**config.mk**
```make
export PLATFORM = sky130hd
export DESIGN_NAME = uart_hex_tx
export DESIGN_NICKNAME = d
export VERILOG_FILES = /design/src/rtl/uart_hex_tx.sv
export SDC_FILE = /design/constraint.sdc
export NUM_CORES = 1
export LEC_CHECK = 0
export BUFFER_PORTS_ARGS = -buffer_cell sky130_fd_sc_hd__buf_2
export CAP_MARGIN = 20
export CORE_MARGIN = 2
export CORE_UTILIZATION = 60
export CTS_BUF_LIST = sky130_fd_sc_hd__clkbuf_2 sky130_fd_sc_hd__clkbuf_4 sky130_fd_sc_hd__clkbuf_8
export DETAILED_ROUTE_END_ITERATION = 7
export GPL_TIMING_DRIVEN = 0
export PLACE_DENSITY = 0.84
export SLEW_MARGIN = 20
export SYNTH_ARGS = -nofsm -noshare
export SYNTH_HDL_FRONTEND = slang
export SYNTH_SLANG_ARGS = --single-unit
```
**constraint.sdc**
```tcl
create_clock -name clk -period 2.05 [get_ports clk]
set_input_delay 0.1025 -clock clk [delete_from_list [all_inputs] [get_ports clk]]
set_output_delay 0.1025 -clock clk [all_outputs]
set_load 0.005 [all_outputs]
```
**src/rtl/uart_hex_tx.sv**
```systemverilog
// Button-triggered UART reporter: sends data as two hex digits plus CR LF.
// Define UART_HEX_TX_PARITY_EN to add an even-parity bit to every frame.
module uart_hex_tx #(
   parameter int CLK_FREQ        = 100_000_000,
   parameter int BAUD            = 115200,
   parameter int DEBOUNCE_CYCLES = 1_000_000
) (
   input  logic       clk,
   input  logic       rst,
   input  logic       btn,
   input  logic [7:0] data,
   output logic       tx,
   output logic       busy
);

   localparam int CPB = CLK_FREQ / BAUD;
   localparam int BW  = (CPB > 1) ? $clog2(CPB) : 1;
   localparam int DW  = $clog2(DEBOUNCE_CYCLES + 1);

   typedef enum logic [2:0] {
      IDLE,
      START,
      DATA,
`ifdef UART_HEX_TX_PARITY_EN
      PARITY,
`endif
      STOP
   } state_t;

   state_t state, next;

   logic          sync1, sync2;
   logic          db, db_prev;
   logic [DW-1:0] db_cnt;
   logic          trigger;

   logic [BW-1:0] baud_cnt;
   logic          bit_done;
   logic [2:0]    bit_idx;
   logic [1:0]    char_idx;
   logic [7:0]    snap;
   logic [7:0]    ch;

   function automatic logic [7:0] hex(input logic [3:0] n);
      return (n < 4'd10) ? (8'h30 + {4'h0, n}) : (8'h37 + {4'h0, n});
   endfunction

   always_ff @(posedge clk or posedge rst) begin
      if (rst) begin
         sync1   <= 1'b0;
         sync2   <= 1'b0;
         db      <= 1'b0;
         db_prev <= 1'b0;
         db_cnt  <= '0;
      end else begin
         sync1   <= btn;
         sync2   <= sync1;
         db_prev <= db;
         if (sync2 != db) begin
            if (db_cnt == DW'(DEBOUNCE_CYCLES - 1)) begin
               db     <= sync2;
               db_cnt <= '0;
            end else begin
               db_cnt <= db_cnt + 1'b1;
            end
         end else begin
            db_cnt <= '0;
         end
      end
   end

   assign trigger  = db & ~db_prev;
   assign bit_done = (baud_cnt == BW'(CPB - 1));

   always_comb begin
      unique case (char_idx)
         2'd0:    ch = hex(snap[7:4]);
         2'd1:    ch = hex(snap[3:0]);
         2'd2:    ch = 8'h0D;
         default: ch = 8'h0A;
      endcase
   end

   // Baud counter restarts on every bit boundary and idles at zero.
   always_ff @(posedge clk or posedge rst) begin
      if (rst) begin
         baud_cnt <= '0;
         bit_idx  <= '0;
         char_idx <= '0;
         snap     <= '0;
      end else begin
         if (state == IDLE || bit_done)
            baud_cnt <= '0;
         else
            baud_cnt <= baud_cnt + 1'b1;
         if (state == IDLE && trigger) begin
            snap     <= data;
            char_idx <= '0;
         end
         if (state == START)
            bit_idx <= '0;
         else if (state == DATA && bit_done)
            bit_idx <= bit_idx + 1'b1;
         if (state == STOP && bit_done && char_idx != 2'd3)
            char_idx <= char_idx + 1'b1;
      end
   end

   always_ff @(posedge clk or posedge rst) begin
      if (rst)
         state <= IDLE;
      else
         state <= next;
   end

   always_comb begin
      next = state;
      unique case (state)
         IDLE:  if (trigger) next = START;
         START: if (bit_done) next = DATA;
         DATA: begin
            if (bit_done && bit_idx == 3'd7) begin
`ifdef UART_HEX_TX_PARITY_EN
               next = PARITY;
`else
               next = STOP;
`endif
            end
         end
`ifdef UART_HEX_TX_PARITY_EN
         PARITY: if (bit_done) next = STOP;
`endif
         STOP: begin
            if (bit_done)
               next = (char_idx != 2'd3) ? START : IDLE;
         end
         default: next = IDLE;
      endcase
   end

   always_comb begin
      tx   = 1'b1;
      busy = (state != IDLE);
      unique case (state)
         IDLE:   tx = 1'b1;
         START:  tx = 1'b0;
         DATA:   tx = ch[bit_idx];
`ifdef UART_HEX_TX_PARITY_EN
         PARITY: tx = ^ch;
`endif
         STOP:   tx = 1'b1;
         default: tx = 1'b1;
      endcase
   end

endmodule

```
==> flow_summary_export.csv <==
group,metric,value,unit
yosys,synth_mux_area_share,4.73,%
timing,finalCritPeriodShare,103,%
yosys,yosysWarnings,0,
yosys,synthCells,270,
floorplanning,die_area,5000,um2
detailed_routing,drt_iter0_drc,127,
finish,fin_nets,324,
yosys,ys_seq_area_share,45.9,%
placed_design,dp_slack,0.164,ns
finish,final_cell_count_no_fill,351,
timing,final_max_slew_viol_count,0,
setup_path,crit_fanout,4,
yosys,synth_compound_area_share,7.49,%
yosys,async_flop_share,100,%
clocking,cts.reportedPaths.clkPinSlew,0.09,ns
setup_path,end_kind,"output pin",
detailed_routing,vias_per_cell,5.56,
placed_design,dp_hpwl,3.38,mm
floorplanning,core-area,4320,um2
setup_path,worstReg2RegEnd,"snap[3]$_DFFE_PP0P_",
setup_path,r2r-start,"state[0]$_DFFE_PP0P_",
finish,diodes,0,
power,peakVddDrop,0.451,mV
finish,area_growth,13.7,%
detailed_routing,first_pass_iters,4,
timing,slew_headroom,64.3,%
floorplanning,pin_count,13,
global_routing,grt_start_max_net_pins,35,
clocking,clock-sinks,49,
run_status,status,"finished with violations",
placed_design,io_buffers,12,
timing,skew,0.00490,ns
placed_design,gp_congestion,0.786,
timing,fmax,0.472,GHz
clocking,cts-buffers-inserted,5,
run_status,violations,"negative setup slack",
global_routing,gr-total-overflow,0,
detailed_routing,ant_nets,0,
yosys,synth_top_family_by_area,"simple AND/OR/NAND/NOR gates",
timing,rsz0062_at_grt,"yes",
yosys,synthAdderAreaFrac,7.02,%
yosys,syn_area,2670,um2
setup_path,worstPathCellList,"inv_1, ha_2, nor2b_4, o21ai_1, a221o_1, a221oi_2, o41ai_2, buf_2",
yosys,ys.flop_type,"dfrtp_1",
yosys,synth_edf_count,0,
worst_hold_path,min_delay_path_depth,2,
worst_hold_path,hp-class,"input pin to flop",
timing,finalSetupViolCount,1,
global_routing,grt_use_total,22.0,%
clocking,cts_tree,"built",
global_routing,grt_pass1_vias,1954,
detailed_routing,routed_wl,4.82,mm
worst_hold_path,hold_path_startpoint,"data[7]",
global_routing,antenna_found_initial,0,
yosys,syn_area_per_cell,9.90,um2
power,p_per_area,559,nW/um2
global_routing,grt_first_pass_wirelength,8.76,mm
worst_hold_path,holdPathEnd,"snap[7]$_DFFE_PP0P_",
placed_design,dp_cells,335,
finish,drive_above_1_share,18.7,%
timing,post-route-min-period,2.12,ns
detailed_routing,drc_errors,0,
detailed_routing,wire_per_inst,13.7,um
setup_path,critPathKind,"flop to output pin",
setup_path,cp_slowest_cell,"dfrtp_2",
clocking,clockBufferDepth,2,
setup_path,critPathArrivalTime,2.02,ns
yosys,yosys_register_bits,49,
yosys,synth-simple-area-share,21.3,%
timing,finalHoldViolCount,0,
yosys,synthXorXnorAreaFrac,9.50,%
detailed_routing,num_vias,1953,
setup_path,rrSetupSlack,0.17,ns
power,total_power,1.70,mW
finish,final_util,70.3,%
timing,tns,-0.0708,ns
timing,max_slew.worst_pin.slew,0.536,ns
clocking,h-tree-depth,2,
timing,fin_ws,-0.0708,ns
setup_path,cp.required,1.95,ns
floorplanning,initial_utilization,61.8,%
clocking,clockRootBuffer,"clkbuf_8",
floorplanning,rows,24,
setup_path,rr_worst_depth,6,
yosys,ys_types,46,
floorplanning,die_w,70.7,um
yosys,synth_fp_nets,296,
setup_path,slowest_delay,0.40,ns
power,leakage,1.32,nW
clocking,clkLatencyLatePin,0.30,ns
floorplanning,die_y,70.7,um
setup_path,cp-start-kind,"flop",
flow_run,drv_cap,0,
-- metrics by stage --
step           hold slack, ns  area, um2
6_report               0.0267       3040
4_1_cts                0.0192       3030
3_3_place_gp            0.211       2800
5_1_grt                0.0140       3040
2_1_floorplan           0.134       2670
3_5_place_dp           0.0931       2820
-- worst max path at each step --
stage	from	to	slack (ns)	cells past startpoint
after CTS	snap[1]$_DFFE_PP0P_	tx	-0.05	8
after detailed placement	snap[5]$_DFFE_PP0P_	tx	0.16	8
after floorplan	state[0]$_DFFE_PP0P_	snap[0]$_DFFE_PP0P_	0.37	6
final	snap[5]$_DFFE_PP0P_	tx	-0.07	8
after global routing	snap[1]$_DFFE_PP0P_	tx	-0.25	8
after global placement	rst	snap[1]$_DFFE_PP0P_	0.21	2
-- routing by layer --
metal	up-vias	share of wire (%)	global-route usage (%)
li1	976	-	-
met1	933	43	27.4
met2	31	51	37.5
met3	13	2.9	4.70
met4	0	2.6	8.81
met5	-	0	0
-- where the power goes --
part / switching, mW / internal, mW / leakage [nW]
clock network: 0.318 / 0.274 / 0.0512
registers: 0.0179 / 0.981 / 0.656
logic: 0.0559 / 0.0510 / 0.611
-- synthesized netlist by cell type (3+ instances only) --
| cell type | n | area (um2) |
|---|---|---|
| and3_1 | 3 | 18.8 |
| ha_1 | 15 | 188 |
| mux2_2 | 9 | 101 |
| nand2_1 | 15 | 56.3 |
| nor2b_1 | 3 | 18.8 |
| xnor2_1 | 21 | 184 |
| xor2_1 | 8 | 70.1 |
| dfrtp_1 | 49 | 1230 |
| nand4_1 | 3 | 18.8 |
| nand2b_1 | 3 | 18.8 |
| inv_1 | 19 | 71.3 |
| a211oi_1 | 3 | 22.5 |
| o21ai_0 | 8 | 40.0 |
| nor4_1 | 5 | 31.3 |
| nor3_1 | 7 | 35.0 |
| a21oi_1 | 8 | 40.0 |
| nand3_1 | 16 | 80.1 |
| nor2_1 | 40 | 150 |
-- sequential cells by signal, summed over array words and instances (netlist names) --
register	cells
bit_idx	3
snap	8
db	1
db_cnt	20
db_prev	1
baud_cnt	10
char_idx	2
sync2	1
sync1	1
state	2
-- area by class of cell --
type / count / area (um2)
multi-input cells: 197 / 1390
fillers: 314 / 1290
flip-flops and latches: 49 / 1230
repair buffers: 21 / 145
clock buffers: 6 / 82.6
inverters: 19 / 71.3
well taps: 52 / 65.1
plain buffers: 5 / 37.5
clock inverters: 2 / 13.8
-- cells in the final DEF, fill, tap and decap left out, types with 2 or more instances in the layout --
master	count
a211oi_1	2
a21boi_0	2
a21oi_1	8
and3_1	3
and4b_1	2
buf_2	12
buf_4	7
buf_6	2
clkbuf_1	2
clkbuf_8	6
dfrtp_1	47
dfrtp_2	2
dlygate4sd3_1	2
ha_1	11
ha_2	2
ha_4	2
inv_1	18
mux2_2	9
nand2_1	15
nand2b_1	3
nand3_1	16
nand4_1	3
nor2_1	40
nor2b_1	2
nor3_1	7
nor4_1	5
o21ai_0	3
o21ai_1	5
or2_2	2
or3_1	2
xnor2_1	21
xor2_1	8
-- cells by family after synthesis --
logic type,Yosys count
muxes,11
and+or+nand+nor,111
buffers and inverters,24
adders and majority gates,15
xor gates and xnor gates,29
DFF,49
AOI/OAI and AO/OA,31
-- critical path, delay by kind of cell (launching register included) --
family,cells,cell delay [ns]
compound gates,4,0.81
flops,1,0.40
fa+ha+maj,1,0.21
buf+inv,2,0.18
simple gates,1,0.13
-- what timing repair did --
action                                  CTS  global route
hold buffers                              2             0
resized for setup                        15             3
hold endpoints to repair                 16             0
pin swaps                                 5             1
endpoints found under the setup margin    1             1
buffers inserted                          6             0
Power figures use the tool's default switching activity.
